**config.mk**
```make
export PLATFORM = sky130hd
export DESIGN_NAME = wbs_node_loader
export DESIGN_NICKNAME = d
export VERILOG_FILES = /design/src/rtl/wbs_node_loader.sv
export SDC_FILE = /design/constraint.sdc
export NUM_CORES = 1
export LEC_CHECK = 0
export ABC_CLOCK_PERIOD_IN_PS = 3250
export BUFFER_PORTS_ARGS = -buffer_cell sky130_fd_sc_hd__buf_4
export CAP_MARGIN = 30
export CORE_MARGIN = 3
export CORE_UTILIZATION = 50
export DETAILED_ROUTE_END_ITERATION = 8
export GPL_TIMING_DRIVEN = 0
export PLACE_DENSITY = 0.77
export SYNTH_ARGS = -nofsm -noshare
export SYNTH_HDL_FRONTEND = slang
export SYNTH_SLANG_ARGS = --single-unit
```
**constraint.sdc**
```tcl
create_clock -name clk -period 3.25 [get_ports clk]
set_clock_uncertainty 0.2 [all_clocks]
set_input_delay 0.65 -clock clk [delete_from_list [all_inputs] [get_ports clk]]
set_output_delay 0.65 -clock clk [all_outputs]
set_load 0.01 [all_outputs]
```
**src/rtl/wbs_node_loader.sv**
```systemverilog
// Wishbone slave for the KD-tree internal-node window: forwards packed {median, index}
// writes to the node SRAM, serves read-back and tracks which nodes have been loaded.
module wbs_node_loader #(
   parameter int unsigned DATA_WIDTH = 11,
   parameter int unsigned NUM_NODES  = 63,
   parameter int unsigned ADDR_WIDTH = 6,
   parameter logic [31:0] BASE_ADDR  = 32'h3004_0000,
   parameter logic [31:0] ADDR_MASK  = 32'hFFFF_0000
) (
   input  logic                      clk,
   input  logic                      rst_n,
   input  logic                      wbs_cyc_i,
   input  logic                      wbs_stb_i,
   input  logic                      wbs_we_i,
   input  logic [3:0]                wbs_sel_i,
   input  logic [31:0]               wbs_adr_i,
   input  logic [31:0]               wbs_dat_i,
   output logic                      wbs_ack_o,
   output logic [31:0]               wbs_dat_o,
   input  logic                      load_en,
   input  logic                      clear_i,
   output logic                      node_wen,
   output logic                      node_ren,
   output logic [ADDR_WIDTH-1:0]     node_addr,
   output logic [2*DATA_WIDTH-1:0]   node_wdata,
   input  logic [2*DATA_WIDTH-1:0]   node_rdata,
   output logic [ADDR_WIDTH-1:0]     loaded_cnt,
   output logic                      all_loaded,
   output logic                      addr_err
);

   localparam int unsigned WW = 2 * DATA_WIDTH;

   typedef enum logic [1:0] {
      S_IDLE,
      S_WR_ACK,
      S_RD_REQ,
      S_RD_ACK
   } state_t;

   state_t                r_state;
   state_t                w_next;
   logic [ADDR_WIDTH-1:0] r_addr;
   logic [WW-1:0]         r_wdata;
   logic                  r_off_ok;
   logic                  r_sel_ok;
   logic [NUM_NODES-1:0]  r_loaded;
   logic [ADDR_WIDTH-1:0] r_cnt;
   logic                  r_err;

   logic                  w_hit;
   logic [ADDR_WIDTH-1:0] w_off;
   logic                  w_off_ok;
   logic                  w_commit;
   logic                  w_drop;
   logic [NUM_NODES-1:0]  w_onehot;
   logic                  w_unused;

   assign w_hit    = wbs_cyc_i & wbs_stb_i & ((wbs_adr_i & ADDR_MASK) == BASE_ADDR);
   assign w_off    = wbs_adr_i[ADDR_WIDTH-1:0];
   assign w_off_ok = (wbs_adr_i[15:ADDR_WIDTH] == '0) && (w_off != '0)
                     && (32'(w_off) <= NUM_NODES);
   assign w_unused = ^{wbs_sel_i[3], wbs_dat_i[31:WW]};

   assign w_commit = (r_state == S_WR_ACK) && r_off_ok && r_sel_ok && load_en;
   assign w_drop   = ((r_state == S_WR_ACK) && !w_commit)
                   || ((r_state == S_RD_ACK) && !r_off_ok);
   assign w_onehot = NUM_NODES'(1) << r_addr;

   always_ff @(posedge clk) begin
      if (!rst_n) begin
         r_state  <= S_IDLE;
         r_addr   <= '0;
         r_wdata  <= '0;
         r_off_ok <= 1'b0;
         r_sel_ok <= 1'b0;
      end else begin
         r_state <= w_next;
         if (r_state == S_IDLE && w_hit) begin
            r_addr   <= w_off - ADDR_WIDTH'(1);
            r_off_ok <= w_off_ok;
            r_sel_ok <= &wbs_sel_i[2:0];
            if (wbs_we_i) begin
               r_wdata <= wbs_dat_i[WW-1:0];
            end
         end
      end
   end

   // A clear coinciding with a commit wipes the map first, then counts the new node.
   always_ff @(posedge clk) begin
      if (!rst_n) begin
         r_loaded <= '0;
         r_cnt    <= '0;
         r_err    <= 1'b0;
      end else if (clear_i) begin
         r_loaded <= w_commit ? w_onehot : '0;
         r_cnt    <= w_commit ? ADDR_WIDTH'(1) : '0;
         r_err    <= w_drop;
      end else begin
         if (w_commit && !r_loaded[r_addr]) begin
            r_loaded <= r_loaded | w_onehot;
            r_cnt    <= r_cnt + ADDR_WIDTH'(1);
         end
         if (w_drop) begin
            r_err <= 1'b1;
         end
      end
   end

   always_comb begin
      w_next = r_state;
      unique case (r_state)
         S_IDLE: begin
            if (w_hit) begin
               if (wbs_we_i)      w_next = S_WR_ACK;
               else if (w_off_ok) w_next = S_RD_REQ;
               else               w_next = S_RD_ACK;
            end
         end
         S_WR_ACK: w_next = S_IDLE;
         S_RD_REQ: w_next = wbs_cyc_i ? S_RD_ACK : S_IDLE;
         S_RD_ACK: w_next = S_IDLE;
         default:  w_next = S_IDLE;
      endcase
   end

   // Strobes are gated by reset so a reset landing in WR_ACK neither acks nor writes.
   always_comb begin
      wbs_ack_o = 1'b0;
      wbs_dat_o = '0;
      node_wen  = 1'b0;
      node_ren  = 1'b0;
      if (rst_n) begin
         unique case (r_state)
            S_WR_ACK: begin
               wbs_ack_o = 1'b1;
               node_wen  = w_commit;
            end
            S_RD_REQ: node_ren = 1'b1;
            S_RD_ACK: begin
               wbs_ack_o = 1'b1;
               if (r_off_ok) begin
                  wbs_dat_o = {{(32-WW){1'b0}}, node_rdata};
               end
            end
            default: ;
         endcase
      end
   end

   assign node_addr  = r_addr;
   assign node_wdata = r_wdata;
   assign loaded_cnt = r_cnt;
   assign all_loaded = (r_cnt == ADDR_WIDTH'(NUM_NODES));
   assign addr_err   = r_err;

endmodule

```
---- Word-level counts from Yosys, hierarchy flattened ----
Cells that the tools add are included.
word-level totals
  input bits .............................. 97
  output and inout port bits .............. 71
  word-level logic and storage cells ...... 65
  register bits after elaboration ......... 102
operators by class
  eq/ne operators ......................... 6
  shift-type cells ........................ 1
  add/subtract/negate cells ............... 2
  $lt $le $gt $ge ......................... 1
  bitwise gates (word level) .............. 3
  reductions and logical operators ........ 20
  multiplexer cells ....................... 24
operators with widths
  cell                                                                      count
  63-bit two-way mux                                                        3
  22-bit two-way mux                                                        3
  63-bit bitwise OR                                                         1
  1-bit by 6-bit << shifter with 63-bit output (first input constant)       1
  16-bit by 14-bit equality test with 1-bit output (second input constant)  1
  6-bit two-way mux                                                         2
  1-bit two-way mux                                                         11
  10-bit zero test                                                          1
  1-bit logical AND                                                         8
  6-bit by 7-bit < comparator with 1-bit output (second input constant)     1
  6-bit by 1-bit adder with 6-bit output (second input constant)            1
  1-bit binary-select mux with 6-bit select                                 1
  6-bit equality test (second input constant)                               1
  2-bit two-way mux                                                         3
  2-bit one-hot mux with 3 select lines                                     1
  6-bit nonzero test                                                        1
  6-bit by 1-bit subtractor with 6-bit output (second input constant)       1
  2-bit equality test (second input constant)                               2
  2-bit nonzero test                                                        2
  1-bit zero test                                                           3
  3-bit AND reduction                                                       1
  1-bit bitwise AND                                                         2
  2-bit by 1-bit equality test with 1-bit output (second input constant)    1
  2-bit zero test                                                           1
  other kinds (4)                                                           4

---- Longest topological paths before layout ----
Gate-level depths: netlist of run 1.
  word-level depth ........................ 9
  mapped depth ............................ 10
  depth with buffers taken out ............ 6

---- Least setup slack after synthesis of run 1 ----
No wires, ideal clock.
  path kind ............................... register to register
  from .................................... register r_addr[0] (netlist: node_addr[0])
  to ...................................... register r_cnt[0] (netlist: loaded_cnt[0])
  path buffers ............................ 2
  slack ................................... 438 ps
  arrival ................................. 2537 ps
  stages on the path, launching flop included .. 9
  period minus slack after synthesis ...... 2812 ps
  data required time ...................... 2976 ps
  library setup time ...................... 74 ps
  path through ............................ dfxtp_1 -> buf_6 -> mux4_1 -> mux2_2 -> or3_1 -> and4_4 -> buf_6 -> or4_1 -> a31oi_1
on the way
  longest elaborated chain between the ends .. 5
ends and longest elaborated chain
  element                                    line  source
  start: declaration                         43    logic [ADDR_WIDTH-1:0] r_addr;
  start signal: assignment                   80    r_addr <= w_off - ADDR_WIDTH'(1);
  1-bit binary-select mux with 6-bit select  101   if (w_commit && !r_loaded[r_addr]) begin
  1-bit two-way mux (not written as such)    101
  1-bit zero test                            101
  1-bit logical AND                          101
  2-bit nonzero test (no line)               -
  end signal: assignment                     98    r_cnt <= w_commit ? ADDR_WIDTH'(1) : '0;
  end signal: assignment                     103   r_cnt <= r_cnt + ADDR_WIDTH'(1);
  end: declaration                           48    logic [ADDR_WIDTH-1:0] r_cnt;
No other way between the ends. The select of a mux whose other input is x is not followed.
A chain may end at the register's enable or synchronous reset.

---- Final worst setup path of run 1 ----
  from .................................... register r_addr[5] (netlist: node_addr[5])
  to ...................................... register r_loaded[25]
on the way
  longest elaborated chain between the ends .. 5
  elaborated cells between the ends (all ways) .. 10
  classes of those cells .................. shift: 1; mux: 5; bitwise: 1; reduce/logical: 3
ends and longest elaborated chain
  element                                    line  source
  1-bit binary-select mux with 6-bit select  101
  1-bit two-way mux (not written as such)    101
  1-bit zero test                            101
  1-bit logical AND                          101
  2-bit nonzero test (no line)               -
  end signal: assignment                     97    r_loaded <= w_commit ? w_onehot : '0;
  end signal: assignment                     102   r_loaded <= r_loaded | w_onehot;
  end: declaration                           47    logic [NUM_NODES-1:0] r_loaded;
Several ways; a longest one is shown, not always the timed one. The select of a mux whose other input is x is not followed.

==> results of run 1 <==
## repair_timing
item,in CTS,in global routing
buffers inserted,0,0
gates resized for setup,1,13
hold endpoints to repair,0,0
hold buffers,0,0
endpoints found under the setup margin,20,22
pin swaps,0,2
## final cells by class
cell class | count | area [µm²] | share of cell area (%)
plain buffers | 51 | 270.3 | 4.287
flip-flops and latches | 102 | 2042 | 32.39
clock buffers | 9 | 123.9 | 1.965
well taps | 129 | 161.4 | 2.560
multi-input cells | 357 | 2517 | 39.93
repair buffers | 146 | 1096 | 17.38
inverters | 8 | 30.03 | 0.4763
clock inverters | 7 | 63.81 | 1.012
## cells in the final DEF (no fill, tap or decap), types with 5 or more instances in the layout
master and instances:
sky130_fd_sc_hd__buf_4 158, sky130_fd_sc_hd__dfxtp_1 102, sky130_fd_sc_hd__nand2_1 87, sky130_fd_sc_hd__a22o_1 46
sky130_fd_sc_hd__nor2_1 30, sky130_fd_sc_hd__and2_1 25, sky130_fd_sc_hd__clkbuf_1 24, sky130_fd_sc_hd__a21boi_0 23
sky130_fd_sc_hd__mux2i_1 18, sky130_fd_sc_hd__o31ai_1 18, sky130_fd_sc_hd__conb_1 10, sky130_fd_sc_hd__clkbuf_8 9
sky130_fd_sc_hd__inv_1 8, sky130_fd_sc_hd__nand2b_1 8, sky130_fd_sc_hd__nor4_1 8, sky130_fd_sc_hd__mux4_2 7
sky130_fd_sc_hd__nand3_1 7, sky130_fd_sc_hd__o211a_1 6, sky130_fd_sc_hd__and3_1 5, sky130_fd_sc_hd__buf_2 5
sky130_fd_sc_hd__mux4_1 5
## how the worst max path moves through the flow
stage                         startpoint                    endpoint  slack [ns]
2_1_floorplan  node_addr[0]$_SDFFE_PN0P_  loaded_cnt[0]$_SDFFE_PN0P_        0.44
3_3_place_gp   node_addr[3]$_SDFFE_PN0P_   r_loaded[58]$_SDFFE_PN0P_       -0.13
3_5_place_dp   node_addr[3]$_SDFFE_PN0P_   r_loaded[55]$_SDFFE_PN0P_       -0.18
4_1_cts        node_addr[1]$_SDFFE_PN0P_   r_loaded[55]$_SDFFE_PN0P_        0.01
5_1_grt        node_addr[5]$_SDFFE_PN0P_   r_loaded[25]$_SDFFE_PN0P_        0.01
6_report       node_addr[5]$_SDFFE_PN0P_   r_loaded[25]$_SDFFE_PN0P_        0.18
## routing by layer
layer	global-route usage [%]	routed length, µm	part of all wire [%]
met2	44.52	7015	49
met4	11.02	350	2.5
met5	0	0	0
met1	31.27	5906	42
met3	5.897	912	6.4
## sequential cells by signal, summed over array words and instances, names as in the netlist
signal      count
node_addr       6
addr_err        1
r_state         2
r_off_ok        1
r_sel_ok        1
node_wdata     22
loaded_cnt      6
r_loaded       63
## kinds of logic after synthesis
kind of cell / synth area share (%)
buf+inv: 6.128
xor+xnor: 0.7303
simple gates: 19.79
compound gates: 19.69
mux: 10.25
flops: 42.56
other cells: 0.07815
fa+ha+maj: 0.7824
## cells in the mapped netlist, types with 4 or more instances
cell / instances / area share, %
sky130_fd_sc_hd__and2_1: 25 / 3.3
sky130_fd_sc_hd__a21boi_0: 23 / 3.6
sky130_fd_sc_hd__and3_1: 5 / 0.65
sky130_fd_sc_hd__buf_4: 10 / 1.6
sky130_fd_sc_hd__a22o_1: 46 / 8.4
sky130_fd_sc_hd__dfxtp_1: 102 / 43
sky130_fd_sc_hd__nand2_1: 87 / 6.8
sky130_fd_sc_hd__nor2_1: 30 / 2.3
sky130_fd_sc_hd__nand2b_1: 9 / 1.2
sky130_fd_sc_hd__inv_1: 8 / 0.63
sky130_fd_sc_hd__mux4_1: 5 / 2.7
sky130_fd_sc_hd__clkbuf_1: 28 / 2.2
sky130_fd_sc_hd__mux4_2: 7 / 3.3
sky130_fd_sc_hd__o31ai_1: 18 / 2.8
sky130_fd_sc_hd__a21oi_1: 4 / 0.42
sky130_fd_sc_hd__buf_1: 4 / 0.31
sky130_fd_sc_hd__nand3_1: 7 / 0.73
sky130_fd_sc_hd__buf_2: 7 / 0.73
sky130_fd_sc_hd__o211a_1: 6 / 1.3
sky130_fd_sc_hd__mux2i_1: 18 / 3.8
sky130_fd_sc_hd__nor4_1: 8 / 1.0
## critical path, stage by stage, from the launching register on
cell                       delay [ns]
sky130_fd_sc_hd__dfxtp_1         0.43
sky130_fd_sc_hd__clkbuf_1        0.39
sky130_fd_sc_hd__nand2_1         0.25
sky130_fd_sc_hd__or4b_1          0.54
sky130_fd_sc_hd__nand3_2         0.18
sky130_fd_sc_hd__buf_2           0.23
sky130_fd_sc_hd__o31a_1          0.33
sky130_fd_sc_hd__buf_2           0.28
sky130_fd_sc_hd__o31ai_1         0.10
## metrics by stage
| stage | total power [mW] | area, µm² | setup TNS [ns] | cells | utilization, % |
|---|---|---|---|---|---|
| finish | 2.162 | 6305 | 0 | 809 | 67.91 |
| global route | 2.237 | 6305 | 0 | 809 | 67.91 |
| CTS | 2.174 | 6279 | 0 | 810 | 67.63 |
| detailed placement | 1.423 | 6090 | -2.551 | 794 | 65.59 |
| global placement | 1.421 | 6090 | -1.517 | 794 | 65.59 |
| floorplan | 1.330 | 4832 | 0 | 519 | - |
## power groups by stage
stage	clock network, mW	logic, mW	registers (mW)
after floorplan	0	0.0500	1.28
after global placement	0	0.141	1.28
after detailed placement	0	0.142	1.28
after CTS	0.780	0.143	1.25
after global routing	0.828	0.156	1.25
final	0.767	0.144	1.25
==> implementation parameters, run 1 <==
Parameter                              Value

Worst setup path
  Critical Path Source Type ... flop
  Crit end category ... flop
  Reg-to-Reg Start ... node_addr[5]$_SDFFE_PN0P_
  Reg-to-reg slack, setup ... 0.18 ns
  Worst-path maximum fanout ... 10
  Type of the setup path with the least slack ... reg2reg
  Arrival @ worst endpoint ... 3.12 ns
  Endpoint of the most critical register-to-register path ... r_loaded[25]$_SDFFE_PN0P_
  Required time of the critical path ... 3.30 ns
  R2R depth ... 8

Floorplanning
  Die boundary width ... 104.0 µm
  Top-level I/O count ... 168
  Die Outline Area ... 10810 µm²
  Vert. Die Dim ... 104.0 µm
  Area of the placeable core ... 9284 µm²
  Initial Util ... 51.68%
  Row count ... 35

Drt
  First-pass iteration count of the detailed router ... 4
  DR iter-0 viols ... 309
  Antenna violation net count after detailed routing ... 0
  Detail-routed net length per standard cell ... 17.53 µm
  Vias per cell ... 5.399
  Detailed-route via count ... 4368
  Aggregate routed wire length ... 14.18 mm
  DRC violation count after routing ... 0

Placed design
  Final weighted congestion in routability-driven placement ... 0.8931
  Input/output buffers ... 146
  Setup slack after placement ... -0.1832 ns
  HPWL after detailed placement ... 11.16 mm

GRT
  Global-route total usage across every layer ... 25.95%
  Number of antenna violations at the first check in global routing ... 0
  Overflow left after global routing ... 0
  Via count of the first global-routing pass ... 4278
  Wire length of the first global-routing pass ... 22.75 mm
  Pin count of the biggest net entering global routing ... 20

Layout
  Area Overhead vs Synth ... 31.40%
  Antenna cells ... 0
  Share of final-layout standard cells stronger than drive strength 1 ... 30.15%
  Number of nets in the final layout ... 775
  Fillers ... 773

Synthesis
  Seq/Total Area, Yosys ... 42.56%
  Synth Flop Type ... sky130_fd_sc_hd__dfxtp_1
  Yosys warning count ... 0
  EDFF count, synth ... 0
  Total of flip-flops plus latches after synthesis ... 102
  Share of flip-flops with an asynchronous set or reset after synthesis ... 0%
  Synthesized netlist cell count ... 510
  Number of distinct library cells after synthesis ... 51
  Mapped cell area ... 4798 µm²
  Mean area per synthesized cell ... 9.409 µm²

STA
  Worst relative slew slack ... 67.27%
  Unrepaired setup endpoints after global routing ... no
  Peak clock frequency supported by timing ... 0.3259 GHz
  Fraction of the cycle the final worst path needs ... 94.42%
  Finish-stage setup viols ... 0
  Worst path setup slack after routing ... 0.1815 ns
  Final Slew Violations ... 0
  Endpoints failing hold ... 0
  Worst hold margin ... 0.2631 ns
  Fin crit period ... 3.069 ns
  Transition at the pin with the smallest max-transition slack ... 0.4857 ns

Clock tree
  Later-pin clock latency in the skew report ... 0.37 ns
  Number of buffers added by the clock tree synthesis step ... 9
  Maximum buffer depth of the clock tree ... 2
  Number of clock sinks ... 102
  TritonCTS clock tree ... done
  Deepest level of the CTS H-tree ... 3
  Clk pin slew, worst setup/hold paths ... 0.09 ns
  Clock root buffer ... sky130_fd_sc_hd__clkbuf_8

Outcome
  Run status ... finished, final reports clean

Hold path
  Hold Path Depth ... 2
  Classification of the worst-slack hold path ... reg2reg
  Hold path startpoint ... r_loaded[27]$_SDFFE_PN0P_
  Terminating pin of the worst hold path ... r_loaded[27]$_SDFFE_PN0P_

Power and ir drop
  NetSw ... 0.5276 mW
  Power per cell area ... 342.9 nW/µm²
  Reported leakage power ... 2.665 nW
  Cell-internal power ... 1.634 mW
  Switch share ... 24.41%
  IR drop worst, VDD ... 0.2866 mV
  Portion of total power attributed to the clock network ... 35.5%
  Sequential Power Share ... 57.9%
  Portion of total power attributed to combinational logic ... 6.6%

Job
  Maximum capacitance violations ... 0
Note: power is estimated with default switching activity, not from simulation.
==> inputs of run 2 (changes only) <==
--- a/config.mk
+++ b/config.mk
@@ -12,7 +12,7 @@
 export CORE_UTILIZATION = 50
 export DETAILED_ROUTE_END_ITERATION = 8
 export GPL_TIMING_DRIVEN = 0
-export PLACE_DENSITY = 0.77
+export PLACE_DENSITY = 0.79
 export SYNTH_ARGS = -nofsm -noshare
 export SYNTH_HDL_FRONTEND = slang
 export SYNTH_SLANG_ARGS = --single-unit
==> implementation parameters, run 2 (synthesized netlist as in run 1, its figures left out) <==
Parameter                              Value

Outcome
  Run status ... finished, final reports clean

Layout
  Antenna cells ... 0
  Highest-count cells in the layout ignoring fill and taps ... 158 x sky130_fd_sc_hd__buf_4, 102 x sky130_fd_sc_hd__dfxtp_1, 87 x sky130_fd_sc_hd__nand2_1, 46 x sky130_fd_sc_hd__a22o_1, 30 x sky130_fd_sc_hd__nor2_1
  Reg with most FFs ... r_loaded
  Number of flip-flops in the largest register ... 63
  Area Overhead vs Synth ... 31.08%
  Fillers ... 775
  Most common cell after layout, fill and taps aside ... sky130_fd_sc_hd__buf_4
  Share of final-layout standard cells stronger than drive strength 1 ... 30.00%
  Number of nets in the final layout ... 775

Power and ir drop
  Power per cell area ... 343.9 nW/µm²
  NetSw ... 0.5127 mW
  Reported leakage power ... 2.628 nW
  Portion of total power attributed to the clock network ... 35.4%
  Portion of total power attributed to combinational logic ... 6.7%
  Cell-internal power ... 1.651 mW
  Switch share ... 23.70%
  IR drop worst, VDD ... 0.2496 mV
  Sequential Power Share ... 57.8%

STA
  Fraction of the cycle the final worst path needs ... 95.46%
  Endpoints failing hold ... 0
  Sum Neg Setup Slack ... 0 ns
  Peak clock frequency supported by timing ... 0.3223 GHz
  Final Slew Violations ... 0
  Finish-stage setup viols ... 0
  Worst hold margin ... 0.2523 ns
  Transition at the pin with the smallest max-transition slack ... 0.5988 ns
  Worst relative slew slack ... 59.65%
  Unrepaired setup endpoints after global routing ... no
  Fin crit period ... 3.103 ns

Placed design
  Final weighted congestion in routability-driven placement ... 0.8987
  Input/output buffers ... 146
  HPWL after detailed placement ... 11.20 mm

GRT
  Via count of the first global-routing pass ... 4357
  Overflow left after global routing ... 0
  Wire length of the first global-routing pass ... 22.65 mm
  Global-route total usage across every layer ... 25.83%
  Pin count of the biggest net entering global routing ... 19
  Number of antenna violations at the first check in global routing ... 0

Clock tree
  Maximum buffer depth of the clock tree ... 2
  TritonCTS clock tree ... done
  Number of clock sinks ... 102
  Hold Buf Count CTS ... 0
  Number of buffers added by the clock tree synthesis step ... 9
  Clock root buffer ... sky130_fd_sc_hd__clkbuf_8
  Later-pin clock latency in the skew report ... 0.37 ns
  Deepest level of the CTS H-tree ... 3
  Clk pin slew, worst setup/hold paths ... 0.09 ns

Worst setup path
  CP Cell Sequence ... buf_2 -> buf_4 -> mux4_2 -> o221ai_1 -> o41ai_1 -> clkbuf_2 -> o31a_1 -> buf_2 -> o31ai_1
  Crit end category ... flop
  Type of the setup path with the least slack ... reg2reg
  Worst-path maximum fanout ... 10
  Reg-to-reg slack, setup ... 0.15 ns
  Slowest stage cell on the critical path ... sky130_fd_sc_hd__mux4_2
  Dominant cell type by count on the critical path ... sky130_fd_sc_hd__buf_2
  Required time of the critical path ... 3.31 ns
  R2R depth ... 9
  Arrival @ worst endpoint ... 3.17 ns
  Reg-to-Reg Start ... node_addr[1]$_SDFFE_PN0P_
  Endpoint of the most critical register-to-register path ... r_loaded[22]$_SDFFE_PN0P_
  Critical Path Source Type ... flop
  Worst path max stage delay ... 0.54 ns

Drt
  Detail-routed net length per standard cell ... 17.72 µm
  First-pass iteration count of the detailed router ... 5
  DR iter-0 viols ... 272
  Detailed-route via count ... 4462
  Vias per cell ... 5.515
  Aggregate routed wire length ... 14.34 mm
  DRC violation count after routing ... 0
  Antenna violation net count after detailed routing ... 0

Floorplanning
  Vert. Die Dim ... 104.0 µm
  Area of the placeable core ... 9284 µm²
  Row count ... 35
  Die boundary width ... 104.0 µm
  Die Outline Area ... 10810 µm²
  Initial Util ... 51.68%
  Top-level I/O count ... 168

Job
  Maximum capacitance violations ... 0

Hold path
  Hold path startpoint ... r_loaded[28]$_SDFFE_PN0P_
  Terminating pin of the worst hold path ... r_loaded[28]$_SDFFE_PN0P_
  Hold Path Depth ... 2
  Classification of the worst-slack hold path ... reg2reg
[run 2: layout make-up]
type                    instances  area (µm²)  share of cell area, %
repair buffers                146        1096                  17.43
plain buffers                  51       271.5                  4.317
multi-input cells             357        2496                  39.69
flip-flops and latches        102        2042                  32.46
clock buffers                  10       137.6                  2.188
inverters                       8       30.03                 0.4774
well taps                     129       161.4                  2.566
clock inverters                 6       55.05                 0.8753
[run 2: how the worst max path moves through the flow]
stage / start / to / slack [ns]
finish: node_addr[1]$_SDFFE_PN0P_ / r_loaded[22]$_SDFFE_PN0P_ / 0.15
floorplan: node_addr[0]$_SDFFE_PN0P_ / loaded_cnt[0]$_SDFFE_PN0P_ / 0.44
global route: node_addr[1]$_SDFFE_PN0P_ / r_loaded[22]$_SDFFE_PN0P_ / 0.01
detailed placement: node_addr[3]$_SDFFE_PN0P_ / r_loaded[52]$_SDFFE_PN0P_ / -0.17
CTS: node_addr[3]$_SDFFE_PN0P_ / r_loaded[18]$_SDFFE_PN0P_ / 0.008
global placement: node_addr[3]$_SDFFE_PN0P_ / r_loaded[58]$_SDFFE_PN0P_ / -0.12
[run 2: routing by layer]
metal / part of all wire, % / wire length [µm] / vias up / global-route usage [%]
li1: - / - / 2134 / -
met1: 41 / 5828 / 2094 / 32.52
met2: 49 / 6969 / 200 / 43.45
met3: 8.2 / 1177 / 34 / 6.580
met4: 2.5 / 361 / 0 / 8.262
met5: 0 / 0 / - / 0
[run 2: per-stage QoR]
stage | setup WS (ns) | cells | cell area [µm²] | power, mW | util [%]
after global placement | -0.1182 | 794 | 6090 | 1.422 | 65.59
final | 0.1475 | 809 | 6290 | 2.163 | 67.75
after global routing | 0.01231 | 809 | 6290 | 2.232 | 67.75
after floorplan | 0.4385 | 519 | 4832 | 1.330 | -
after detailed placement | -0.1732 | 794 | 6090 | 1.425 | 65.59
after CTS | 0.007622 | 810 | 6284 | 2.172 | 67.68
[run 2: power by group through the flow]
stage	logic (mW)	clock network (mW)	registers [mW]
2_1_floorplan	0.0500	0	1.28
3_3_place_gp	0.141	0	1.28
3_5_place_dp	0.144	0	1.28
4_1_cts	0.145	0.775	1.25
5_1_grt	0.159	0.822	1.25
6_report	0.146	0.766	1.25
[run 2: critical path, delay by kind of cell, from the launching register on]
family / cells / cell delay (ns)
AOI/OAI and AO/OA: 4 / 1.04
DFF: 1 / 0.34
buffers and inverters: 4 / 0.89
muxes: 1 / 0.54
[run 2: repair_timing]
| action | CTS | global route |
|---|---|---|
| resized for setup | 1 | 12 |
| buffers inserted | 0 | 0 |
| endpoints found under the setup margin | 20 | 20 |
| gates cloned | 0 | 0 |
==> inputs of run 3 (changes only) <==
--- a/config.mk
+++ b/config.mk
@@ -5,14 +5,16 @@
 export SDC_FILE = /design/constraint.sdc
 export NUM_CORES = 1
 export LEC_CHECK = 0
+export ABC_AREA = 1
 export ABC_CLOCK_PERIOD_IN_PS = 3250
 export BUFFER_PORTS_ARGS = -buffer_cell sky130_fd_sc_hd__buf_4
 export CAP_MARGIN = 30
 export CORE_MARGIN = 3
-export CORE_UTILIZATION = 50
+export CORE_UTILIZATION = 52
 export DETAILED_ROUTE_END_ITERATION = 8
 export GPL_TIMING_DRIVEN = 0
-export PLACE_DENSITY = 0.79
+export PLACE_DENSITY = 0.8
+export SETUP_SLACK_MARGIN = 0.5
 export SYNTH_ARGS = -nofsm -noshare
 export SYNTH_HDL_FRONTEND = slang
 export SYNTH_SLANG_ARGS = --single-unit
==> implementation parameters, run 3 <==
Parameter                              Value

Drt
  DRC violation count after routing ... 0
  First-pass iteration count of the detailed router ... 5
  Vias per cell ... 5.412
  DR iter-0 viols ... 571
  Antenna violation net count after detailed routing ... 0
  Detail-routed net length per standard cell ... 16.86 µm
  Aggregate routed wire length ... 18.90 mm
  Detailed-route via count ... 6067

Power and ir drop
  Power per cell area ... 326.6 nW/µm²
  Reported leakage power ... 3.035 nW
  IR drop worst, VDD ... 0.2000 mV

Layout
  Fillers ... 988
  Final design area excluding fillers ... 7043 µm²
  Number of nets in the final layout ... 1080
  Reg with most FFs ... r_loaded
  Share of final-layout standard cells stronger than drive strength 1 ... 23.76%
  Number of flip-flops in the largest register ... 63
  Highest-count cells in the layout ignoring fill and taps ... 158 x sky130_fd_sc_hd__buf_4, 145 x sky130_fd_sc_hd__nand2_1, 102 x sky130_fd_sc_hd__nand3_1, 102 x sky130_fd_sc_hd__dfxtp_1, 90 x sky130_fd_sc_hd__nor2_1
  Antenna cells ... 0
  Area Overhead vs Synth ... 26.86%
  Most common cell after layout, fill and taps aside ... sky130_fd_sc_hd__buf_4

Floorplanning
  Die boundary width ... 109.3 µm
  Row count ... 37
  Area of the placeable core ... 10370 µm²
  Initial Util ... 53.54%
  Die Outline Area ... 11950 µm²
  Vert. Die Dim ... 109.3 µm
  Top-level I/O count ... 168

Synthesis
  Synth Flop Type ... sky130_fd_sc_hd__dfxtp_1
  Share of Yosys cell area claimed by the top area cell type ... 36.78%
  Mean area per synthesized cell ... 6.829 µm²
  Seq/Total Area, Yosys ... 36.78%
  Yosys warning count ... 0
  Mapped cell area ... 5552 µm²
  Most common library cells after synthesis ... 145 x sky130_fd_sc_hd__nand2_1, 102 x sky130_fd_sc_hd__dfxtp_1, 102 x sky130_fd_sc_hd__nand3_1
  Library cell with the highest instance count after synthesis ... sky130_fd_sc_hd__nand2_1
  Number of distinct library cells after synthesis ... 36
  EDFF count, synth ... 0
  Cell type with the highest aggregate area in the netlist ... sky130_fd_sc_hd__dfxtp_1
  Synthesized netlist cell count ... 813
  Share of flip-flops with an asynchronous set or reset after synthesis ... 0%
  Largest cells by area after synthesis ... sky130_fd_sc_hd__dfxtp_1 37%, sky130_fd_sc_hd__nand2_1 9.8%, sky130_fd_sc_hd__nand3_1 9.2%
  Total of flip-flops plus latches after synthesis ... 102

Job
  Maximum capacitance violations ... 0

Placed design
  Final weighted congestion in routability-driven placement ... 0.9596
  HPWL after detailed placement ... 14.57 mm
  Input/output buffers ... 145
  Post-placement cell area ... 6854 µm²

Worst setup path
  Cell family with most CP delay ... simple AND/OR/NAND/NOR gates
  Worst-path maximum fanout ... 10
  Critical Path Source Type ... flop
  Sum of buffers and inverters on the critical path ... 3
  Dominant cell type by count on the critical path ... sky130_fd_sc_hd__nor2_1
  CP Cell Sequence ... buf_2 -> clkinv_1 -> clkbuf_1 -> nor3_1 -> nand2_1 -> a21oi_1 -> nor2_1 -> nor2_1
  Crit end category ... flop
  Required time of the critical path ... 3.38 ns
  Arrival @ worst endpoint ... 2.77 ns
  Type of the setup path with the least slack ... reg2reg
  Slowest stage cell on the critical path ... sky130_fd_sc_hd__nor3_1
  Worst path max stage delay ... 0.79 ns

STA
  Sum Neg Setup Slack ... 0 ns
  Worst relative slew slack ... 38.03%
  Final Slew Violations ... 0
  Peak clock frequency supported by timing ... 0.3780 GHz
  Transition at the pin with the smallest max-transition slack ... 0.9225 ns
  Finish-stage setup viols ... 0
  Unrepaired setup endpoints after global routing ... no
  Fraction of the cycle the final worst path needs ... 81.39%
  Endpoints failing hold ... 0
  Fin crit period ... 2.645 ns

GRT
  Overflow left after global routing ... 0
  Pin count of the biggest net entering global routing ... 19
  Wire length of the first global-routing pass ... 29.13 mm
  Number of antenna violations at the first check in global routing ... 0
  Global-route total usage across every layer ... 31.62%
  Via count of the first global-routing pass ... 5548

Clock tree
  Later-pin clock latency in the skew report ... 0.38 ns
  TritonCTS clock tree ... done
  Number of buffers added by the clock tree synthesis step ... 9
  Hold Buf Count CTS ... 0
  Maximum buffer depth of the clock tree ... 2
  Number of clock sinks ... 102
  Deepest level of the CTS H-tree ... 3
  Clk pin slew, worst setup/hold paths ... 0.11 ns
  Clock root buffer ... sky130_fd_sc_hd__clkbuf_8

Hold path
  Classification of the worst-slack hold path ... in2reg

Outcome
  Run status ... finished, final reports clean
## run 3: cell types whose count changed in the layout (fill, tap and decap cells not counted), moves of 42 or more
cell                      delta
sky130_fd_sc_hd__nand3_1    +95
sky130_fd_sc_hd__nor3_1     +42
sky130_fd_sc_hd__nand2_1    +58
sky130_fd_sc_hd__a22o_1     -46
sky130_fd_sc_hd__nor2_1     +60
sky130_fd_sc_hd__inv_1      +58
sky130_fd_sc_hd__o21ai_0    +61
## run 3: final timing paths
path,cells after the start,from,to,slack [ns]
worst max-delay path,8,node_addr[2]$_SDFFE_PN0P_,r_loaded[37]$_SDFFE_PN0P_,0.60
worst min-delay path,2,wbs_adr_i[0],node_addr[0]$_SDFFE_PN0P_,0.25
worst max register to register,8,node_addr[2]$_SDFFE_PN0P_,r_loaded[37]$_SDFFE_PN0P_,0.60
worst min register to register,2,r_loaded[55]$_SDFFE_PN0P_,r_loaded[55]$_SDFFE_PN0P_,0.27
## run 3: layout make-up
cell class,count,area [µm²],share of cell area [%]
Buffer,64,389.1,5.525
Clock buffer,9,123.9,1.759
Clock inverter,7,58.81,0.8350
Inverter,72,275.3,3.908
Multi-Input combinational cell,584,2885,40.97
Sequential cell,102,2042,28.99
Tap cell,136,170.2,2.416
Timing Repair Buffer,147,1099,15.60
## run 3: repair_timing
action	CTS	global route
buffers inserted	0	0
endpoints found under the setup margin	0	6
gates resized for setup	0	3
## run 3: kinds of logic (layout without fill, tap and decap cells)
kind of cell               count (synthesis)  count (layout)  share of synthesized area [%]
AOI/OAI and AO/OA                        134             134                          13.95
xor gates and xnor gates                   5               5                         0.7890
adders and majority gates                  3               3                         0.6762
buffers and inverters                    136             299                          11.95
DFF                                      102             102                          36.78
other                                      1              10                        0.06755
and+or+nand+nor                          432             432                          35.79
## run 3: where the power goes
part	switching (mW)	total, mW	internal, mW	leakage [nW]
logic	0.128	0.247	0.119	2.12
clock network	0.497	0.787	0.290	0.0917
registers	0.00832	1.27	1.26	0.823
## run 3: routing by layer
layer | vias up | global-route usage (%) | part of all wire (%)
met5 | - | 0 | 0
met1 | 2734 | 40.10 | 40
met3 | 44 | 7.046 | 8.2
li1 | 3007 | - | -
met4 | 0 | 11.84 | 3.6
met2 | 282 | 52.57 | 48
## run 3: per-stage QoR
stage | std cells | hold slack (ns) | power, mW | utilization [%] | setup slack, ns
floorplan | 822 | 0.2327 | 1.413 | - | 0.8715
global placement | 1103 | 0.2408 | 1.534 | 66.00 | 0.5226
CTS | 1121 | 0.2454 | 2.294 | 67.86 | 0.5398
global route | 1121 | 0.2308 | 2.373 | 67.92 | 0.5387
finish | 1121 | 0.2487 | 2.300 | 67.92 | 0.6048
detailed placement | 1105 | 0.2449 | 1.538 | 66.10 | 0.4844
## run 3: worst reg2reg max path, stage by stage, from the launching register on
cell	delay, ns
sky130_fd_sc_hd__dfxtp_1	0.36
sky130_fd_sc_hd__buf_2	0.22
sky130_fd_sc_hd__clkinv_1	0.27
sky130_fd_sc_hd__clkbuf_1	0.30
sky130_fd_sc_hd__nor3_1	0.79
sky130_fd_sc_hd__nand2_1	0.13
sky130_fd_sc_hd__a21oi_1	0.17
sky130_fd_sc_hd__nor2_1	0.06
sky130_fd_sc_hd__nor2_1	0.09
